**src/rtl/mem_master_pkg.sv**
```systemverilog
// mem_master_pkg: shared word type, FSM encoding and timing constants for mem_master
package mem_master_pkg;
    typedef logic [15:0] word_t;
    typedef enum logic [1:0] {IDLE, ISSUE, WAIT, DONE} state_t;
    localparam int TIMEOUT_DEF = 16;
    localparam int MEM_DELAY = 4;
endpackage

```
**src/rtl/mem_master_if.sv**
```systemverilog
// mem_master_if: memory-side strobe/mfc bus between mem_master and the memory
interface mem_master_if;
    import mem_master_pkg::*;
    logic  strobe;
    logic  rnotw;
    word_t addr;
    word_t wdata;
    logic  mfc;
    word_t rdata;
    modport master (output strobe, rnotw, addr, wdata, input mfc, rdata);
    modport slave (input strobe, rnotw, addr, wdata, output mfc, rdata);
endinterface

```
**src/rtl/mem_rr_arb.sv**
```systemverilog
// mem_rr_arb: two-client round-robin grant, favouring the client not granted last
module mem_rr_arb (
    input  logic [1:0] req,
    input  logic       last_grant,
    output logic [1:0] grant
);
    assign grant = (&req) ? (last_grant ? 2'b01 : 2'b10) : req;
endmodule

```
**src/rtl/mem_master.sv**
```systemverilog
// mem_master: two-client arbitrated memory master with read timeout and registered outputs
module mem_master
    import mem_master_pkg::*;
#(
    parameter int TIMEOUT = TIMEOUT_DEF
) (
    input  logic clk,
    input  logic reset,
    input  logic c0_req,
    input  logic c1_req,
    input  logic c0_rnotw,
    input  logic c1_rnotw,
    input  word_t c0_addr,
    input  word_t c1_addr,
    input  word_t c0_wdata,
    input  word_t c1_wdata,
    output logic c0_done,
    output logic c1_done,
    output word_t rd_data,
    output logic err,
    mem_master_if.master bus
);
    state_t     state_q, state_d;
    logic       strobe_q, strobe_d;
    logic       rnotw_q, rnotw_d;
    word_t      addr_q, addr_d;
    word_t      wdata_q, wdata_d;
    word_t      rd_data_q, rd_data_d;
    logic       err_q, err_d;
    logic       c0_done_q, c0_done_d;
    logic       c1_done_q, c1_done_d;
    logic [4:0] cnt_q, cnt_d;
    logic       last_grant_q, last_grant_d;
    logic [1:0] grant;

    mem_rr_arb u_arb (
        .req       ({c1_req, c0_req}),
        .last_grant(last_grant_q),
        .grant     (grant)
    );

    always_comb begin
        state_d      = state_q;
        strobe_d     = 1'b0;
        rnotw_d      = rnotw_q;
        addr_d       = addr_q;
        wdata_d      = wdata_q;
        rd_data_d    = rd_data_q;
        err_d        = err_q;
        c0_done_d    = 1'b0;
        c1_done_d    = 1'b0;
        cnt_d        = cnt_q;
        last_grant_d = last_grant_q;
        case (state_q)
            IDLE: if (|grant) begin
                state_d      = ISSUE;
                strobe_d     = 1'b1;
                last_grant_d = grant[1];
                rnotw_d      = grant[1] ? c1_rnotw : c0_rnotw;
                addr_d       = grant[1] ? c1_addr : c0_addr;
                wdata_d      = grant[1] ? c1_wdata : c0_wdata;
            end
            ISSUE: begin
                state_d   = rnotw_q ? WAIT : DONE;
                cnt_d     = '0;
                rd_data_d = rnotw_q ? rd_data_q : '0;
                err_d     = rnotw_q ? err_q : 1'b0;
            end
            WAIT: begin
                // mfc wins over a timeout landing on the same edge
                if (bus.mfc) begin
                    state_d   = DONE;
                    rd_data_d = bus.rdata;
                    err_d     = 1'b0;
                    cnt_d     = '0;
                end else if (cnt_q == 5'(TIMEOUT - 1)) begin
                    state_d   = DONE;
                    rd_data_d = '0;
                    err_d     = 1'b1;
                    cnt_d     = '0;
                end else begin
                    cnt_d = cnt_q + 5'd1;
                end
            end
            DONE: begin
                state_d   = IDLE;
                c0_done_d = !last_grant_q;
                c1_done_d = last_grant_q;
            end
            default: state_d = IDLE;
        endcase
    end

    always_ff @(posedge clk or posedge reset) begin
        if (reset) begin
            state_q      <= IDLE;
            strobe_q     <= 1'b0;
            rnotw_q      <= 1'b1;
            addr_q       <= '0;
            wdata_q      <= '0;
            rd_data_q    <= '0;
            err_q        <= 1'b0;
            c0_done_q    <= 1'b0;
            c1_done_q    <= 1'b0;
            cnt_q        <= '0;
            last_grant_q <= 1'b1;
        end else begin
            state_q      <= state_d;
            strobe_q     <= strobe_d;
            rnotw_q      <= rnotw_d;
            addr_q       <= addr_d;
            wdata_q      <= wdata_d;
            rd_data_q    <= rd_data_d;
            err_q        <= err_d;
            c0_done_q    <= c0_done_d;
            c1_done_q    <= c1_done_d;
            cnt_q        <= cnt_d;
            last_grant_q <= last_grant_d;
        end
    end

    assign bus.strobe = strobe_q;
    assign bus.rnotw  = rnotw_q;
    assign bus.addr   = addr_q;
    assign bus.wdata  = wdata_q;
    assign rd_data    = rd_data_q;
    assign err        = err_q;
    assign c0_done    = c0_done_q;
    assign c1_done    = c1_done_q;
endmodule
```
**src/flat_wrapper.sv**
```systemverilog
// flat-port wrapper written by rule: the top's interface ports become plain ports
module mem_master_flat import mem_master_pkg::*;
#(
    parameter int TIMEOUT = TIMEOUT_DEF
)
  (clk, reset, c0_req, c1_req, c0_rnotw, c1_rnotw, c0_addr, c1_addr, c0_wdata, c1_wdata, c0_done, c1_done, rd_data, err, bus_strobe, bus_rnotw, bus_addr, bus_wdata, bus_mfc, bus_rdata);
  mem_master_if bus_i ();
  input  logic clk;
  input  logic reset;
  input  logic c0_req;
  input  logic c1_req;
  input  logic c0_rnotw;
  input  logic c1_rnotw;
  input  word_t c0_addr;
  input  word_t c1_addr;
  input  word_t c0_wdata;
  input  word_t c1_wdata;
  output logic c0_done;
  output logic c1_done;
  output word_t rd_data;
  output logic err;
  output wire logic [$bits(bus_i.strobe)-1:0] bus_strobe;
  output wire logic [$bits(bus_i.rnotw)-1:0] bus_rnotw;
  output wire logic [$bits(bus_i.addr)-1:0] bus_addr;
  output wire logic [$bits(bus_i.wdata)-1:0] bus_wdata;
  input wire logic [$bits(bus_i.mfc)-1:0] bus_mfc;
  input wire logic [$bits(bus_i.rdata)-1:0] bus_rdata;
  assign bus_strobe = bus_i.strobe;
  assign bus_rnotw = bus_i.rnotw;
  assign bus_addr = bus_i.addr;
  assign bus_wdata = bus_i.wdata;
  assign bus_i.mfc = bus_mfc;
  assign bus_i.rdata = bus_rdata;
  mem_master #(.TIMEOUT(TIMEOUT)) u_core (.clk(clk), .reset(reset), .c0_req(c0_req), .c1_req(c1_req), .c0_rnotw(c0_rnotw), .c1_rnotw(c1_rnotw), .c0_addr(c0_addr), .c1_addr(c1_addr), .c0_wdata(c0_wdata), .c1_wdata(c1_wdata), .c0_done(c0_done), .c1_done(c1_done), .rd_data(rd_data), .err(err), .bus(bus_i));
endmodule
```
**config.mk**
```make
export PLATFORM = sky130hd
export DESIGN_NAME = mem_master_flat
export DESIGN_NICKNAME = d
export VERILOG_FILES = /design/src/rtl/mem_master_pkg.sv /design/src/rtl/mem_master_if.sv /design/src/rtl/mem_rr_arb.sv /design/src/rtl/mem_master.sv /design/src/flat_wrapper.sv
export SDC_FILE = /design/constraint.sdc
export NUM_CORES = 1
export LEC_CHECK = 0
export CAP_MARGIN = 15
export CELL_PAD_IN_SITES_DETAIL_PLACEMENT = 2
export CELL_PAD_IN_SITES_GLOBAL_PLACEMENT = 2
export CORE_MARGIN = 1
export CORE_UTILIZATION = 30
export DETAILED_ROUTE_END_ITERATION = 7
export DONT_BUFFER_PORTS = 1
export PLACE_DENSITY_LB_ADDON = 0.1
export SETUP_SLACK_MARGIN = 0.2
export SYNTH_ARGS = -nofsm -noshare
export SYNTH_HDL_FRONTEND = slang
export SYNTH_SLANG_ARGS = --single-unit
```
**constraint.sdc**
```tcl
create_clock -name clk -period 2.2 [get_ports clk]
set_input_delay 0.33 -clock clk [delete_from_list [all_inputs] [get_ports clk]]
set_output_delay 0.33 -clock clk [all_outputs]
set_load 0.01 [all_outputs]
```
### Yosys cells after proc, flatten, opt, wreduce, memory -nomap -nowiden

Index checks and enable logic that the tools add are counted.

* add/subtract/negate cells: 1
* equal/unequal tests: 7
* mux-type cells: 25
* reduce and logical (&&, ||, !) cells: 8

Operators by type and width (number)
* 2-to-1 mux 16 bit: 5
* case mux 16 bit (2 select lines): 1
* 2-to-1 mux 2 bit: 5
* 2-to-1 mux 5 bit: 2
* case mux 5 bit (2 select lines): 1
* 2-to-1 mux 1 bit: 9
* case mux 2 bit (4 select lines): 1
* AND reduction 2 bit: 3
* adder 5 x 1 -> 5 bit (second input constant): 1
* == test 5 x 4 -> 1 bit (second input constant): 1
* == test 2 bit (second input constant): 2
* inequality test 3 x 2 -> 1 bit (second input constant): 1
* AND reduction 3 bit: 1
* == test 2 x 1 -> 1 bit (second input constant): 1
* zero test 2 bit: 1
* inequality test 2 x 1 -> 1 bit (second input constant): 1
* inequality test 2 bit (second input constant): 1
* case mux 1 bit (2 select lines): 1
* nonzero test 2 bit: 1
* OR reduction 2 bit: 1
* zero test 1 bit: 1

* flip-flop bits (word level): 61
* input port bits: 87

### Logic depth before layout (Yosys ltp)

* word-level depth: 5
* gate-level depth with buffers: 7

### Modules after synthesis

A second synthesis with hierarchy kept.

* cell total of the unflattened synthesis: 242
* area, all modules: 2728.9 um^2

Modules (own cells, without submodules)
* mem_master: times used 1, cells an instance 239, area an instance 2710.1 um^2
* mem_rr_arb: times used 1, cells an instance 3, area an instance 18.8 um^2

### Worst setup path after synthesis

No wires, ideal clock.

* path type: reg2reg
* start: register u_core.state_q[0]
* end: register u_core.rd_data_q[0], in the netlist u_core.rd_data[0]
* setup time: 121 ps
* arrival time: 1569 ps
* required time: 2079 ps
* path slack: 510 ps
* stages on the path, launching flop included: 8
* path buffers: 2
* clock period less this slack: 1690 ps
* cell sequence: dfrtp_1 inv_1 ha_1 a21boi_2 and3_1 buf_6 buf_8 a22o_1

* word-level cells in the longest chain between the ends: 3

Ends and longest elaborated chain
* start: declaration: line mem_master.sv:23 `state_t state_q, state_d;`
* start signal: assignment: line mem_master.sv:108 `state_q <= state_d;`
* == test 2 bit / == test 2 x 1 -> 1 bit (equally long branches): line mem_master.sv:54 `case (state_q)`
* inequality test 3 x 2 -> 1 bit (no source line) (tied with other cells)
* AND reduction 3 bit (no source line)
* end signal: assignment: line mem_master.sv:113 `rd_data_q <= rd_data_d;`
* end: declaration: line mem_master.sv:28 `word_t rd_data_q, rd_data_d;`

Several ways; a longest one is shown, not always the timed one.
A chain may end at the register's enable or synchronous reset.

### Final worst setup path

* start: register u_core.state_q[1]
* end: register u_core.rd_data_q[9], in the netlist u_core.rd_data[9]

Same word-level chain as after synthesis.

==> flow_metrics.tcl <==
set metrics [dict create \
    ant_nets 0 \
    synth_nets 341 \
    synth_area_leaders "dfrtp_1 (52%), mux2i_1 (12%), o21ai_1 (6.0%)" \
    worstMarginPinSlew_ns 0.830 \
    dieArea_sq_um 9780 \
    clock_skew_ns 0.00807 \
    grt_first_pass_wirelength_microns 10900 \
    critical_path_class "reg2reg" \
    clock-sinks 61 \
    cpPeakStageDelay_ns 0.42 \
    p_sw_uw 1870 \
    outcome "finished clean" \
    cp_max_fo 14 \
    vdd_drop_max_mv 0.387 \
    clock_latency_ns 0.33 \
    place.detailed.hpwl_microns 4930 \
    finalPower_uw 4580 \
    synth_seq_cells 61 \
    first_iter_violations 26 \
    regToRegSetupSlack_ns 0.42 \
    dr.pass1.iters 3 \
    crit_arrival_ns 2.05 \
    dp.cells 346 \
    pin_count 140 \
    worst_ep_required_time_ns 2.47 \
    clock.fmax_ghz 0.562 \
    combPwrFrac_pct 29.7 \
    clkPwrFrac_pct 21.9 \
    h-tree-depth 3 \
    viasPerCell 5.26 \
    crit_path_end_kind "register" \
    grt.total_usage_pct 14.5 \
    antenna_found_initial 0 \
    clock_path_buffers 2 \
    grt_pass1_vias 2035 \
    cts_root_buf "clkbuf_8" \
    p_sw_share_pct 40.8 \
    dominantRegCellSynth "dfrtp_1" \
    n_antenna_cell 0 \
    synth_edf_count 0 \
    syn2layout_area_growth_pct 10.9 \
    critPathLaunchType "register" \
    worstPathCellList "inv_1 > ha_1 > a21boi_2 > and3_2 > a22o_1" \
    place_congestion 0.664 \
    cts_tree "yes" \
    num_vias 1915 \
    pwr-share-seq_pct 48.4 \
    p_per_area_nw_per_um2 1470 \
    synth_largest_area_cell "dfrtp_1" \
    nets 344 \
    synth_commonest_cells "dfrtp_1 (59), nand2_1 (40), o21ai_1 (34)" \
    grt_max_degree 62 \
    hold_viol 0 \
    grt_overflow 0 \
    coreArea_sq_um 8890 \
    drive_gt1_share_pct 13.7 \
    initial_core_util_pct 31.7 \
    wl_per_cell_microns 19.2 \
    synth_most_common_cell "dfrtp_1" \
    hold_path.class "in2reg" \
    die_w_microns 98.9 \
    synth_area_per_cell_sq_um 11.4 \
    port_buffers 0 \
    place_area_sq_um 2900 \
    die_h_microns 98.9 \
    yosysWarnings 0 \
    wirelength_microns 6990 \
    synthCells 248 \
    cpMaxStageDelayCell "dfrtp_1" \
    async_flop_share_pct 100 \
    p_leak_uw 0.00144 \
    final_cell_count_no_fill 364 \
    rows 34 \
    rsz0062_at_grt "false" \
    setup_tns_ns 0 \
    syn_area_sq_um 2820 \
    synth_top_area_share_pct 52.4 \
    yosysUniqueCellTypes 41 \
    finalMaxSlewViolations 0 \
    final_util_pct 35.1 \
    slew_headroom_pct 44.6 \
    cts_buffers 9 \
    fin_area_sq_um 3120 \
    period_needed_ns 1.78 \
    maxCapViolCount 0 \
    clkTransAtPathRegs_ns 0.08 \
    synth-seq-area-share_pct 54.3 \
    finalCritPeriodShare_pct 80.9 \
    drc 0 \
    p_int_uw 2710 \
    setup_viol 0 \
]
[registers in the layout (all words and copies together), names as in the netlist]
register,cells
u_core.bus.rnotw,1
u_core.last_grant_q,1
u_core.c1_done,1
u_core.bus.addr,16
u_core.cnt_q,5
u_core.bus.strobe,1
u_core.state_q,2
u_core.c0_done,1
u_core.err,1
u_core.bus.wdata,16
u_core.rd_data,16
[critical path, delay by kind of cell (launching register included)]
family                   cells  cell delay (ns)
AO/OA/AOI/OAI                2             0.47
adder cells (fa/ha/maj)      1             0.31
buffers and inverters        1             0.11
flip-flops                   1             0.42
AND/OR/NAND/NOR              1             0.40
[timing repair]
item / 4_1_cts / 5_1_grt
buffers inserted: 0 / 0
gates resized for setup: 0 / 1
hold buffers: 1 / 0
endpoints found under the hold margin: 59 / 0
endpoints found under the setup margin: 0 / 24
[kinds of logic (layout without fill, tap and decap cells)]
group | count (synthesis) | after routing | synth area share, %
fa+ha+maj | 6 | 6 | 2.67
buf+inv | 22 | 29 | 5.16
simple gates | 56 | 56 | 9.38
mux | 35 | 35 | 12.5
flops | 61 | 61 | 54.3
compound gates | 68 | 69 | 16.0
[through the flow]
step / setup WS, ns / hold slack, ns
after floorplan: 0.360 / 0.403
after global placement: 0.312 / 0.319
after detailed placement: 0.229 / 0.317
after CTS: 0.220 / 0.0564
after global routing: 0.260 / 0.0631
final: 0.420 / 0.0714
[final timing paths]
| kind | to | from | cells past startpoint |
|---|---|---|---|
| worst max register to register | u_core.rd_data[9] | u_core.state_q[1] | 5 |
| worst max-delay path | u_core.rd_data[9] | u_core.state_q[1] | 5 |
| worst min-delay path | u_core.last_grant_q | c0_req | 1 |
| max in group asynchronous | u_core.bus.rnotw | reset | 3 |
| worst min register to register | u_core.bus.rnotw | u_core.bus.rnotw | 2 |
| min in group asynchronous | u_core.rd_data[9] | reset | 3 |
[layout by cell type, fill, tap and decap left out, types with 2 or more instances in the layout]
master | synthesis | layout
mux2i_1 | 33 | 33
a21oi_1 | 4 | 4
a211oi_1 | 2 | 2
o21ai_2 | 1 | 2
nand3_1 | 2 | 2
dfstp_2 | 2 | 2
clkbuf_8 | 0 | 9
o21ai_1 | 34 | 33
ha_1 | 6 | 6
nand2_1 | 40 | 40
and2b_1 | 3 | 3
inv_2 | 1 | 2
a32o_1 | 2 | 2
nor3_1 | 2 | 2
dfrtp_1 | 59 | 59
inv_1 | 6 | 5
buf_4 | 1 | 4
a22o_1 | 16 | 16
clkinvlp_4 | 0 | 3
[final cells by class]
type	instances	area (sq um)
inverter	7	26.3
clock buffer	9	124
timing repair buffer	6	60.1
sequential	61	1530
multi-input combinational	166	1170
clock inverter	7	75.1
tap	108	135
fill	929	5770
[routing by layer]
metal  up-vias  wire length [microns]  track usage, %
li1        888                      -               -
met2        72                   3490            24.4
met4         0                     71            5.17
met1       946                   2910            17.2
met3         9                    518            4.89
met5         -                      0               0
[power groups by stage]
stage | clock network, uW | registers [uW] | logic, uW
6_report | 1000 | 2220 | 1360
5_1_grt | 1090 | 2280 | 1580
4_1_cts | 1050 | 2240 | 1380
3_5_place_dp | 0 | 2260 | 1380
3_3_place_gp | 0 | 2250 | 1320
2_1_floorplan | 0 | 2100 | 1140
(Power assumes the default switching activity.)
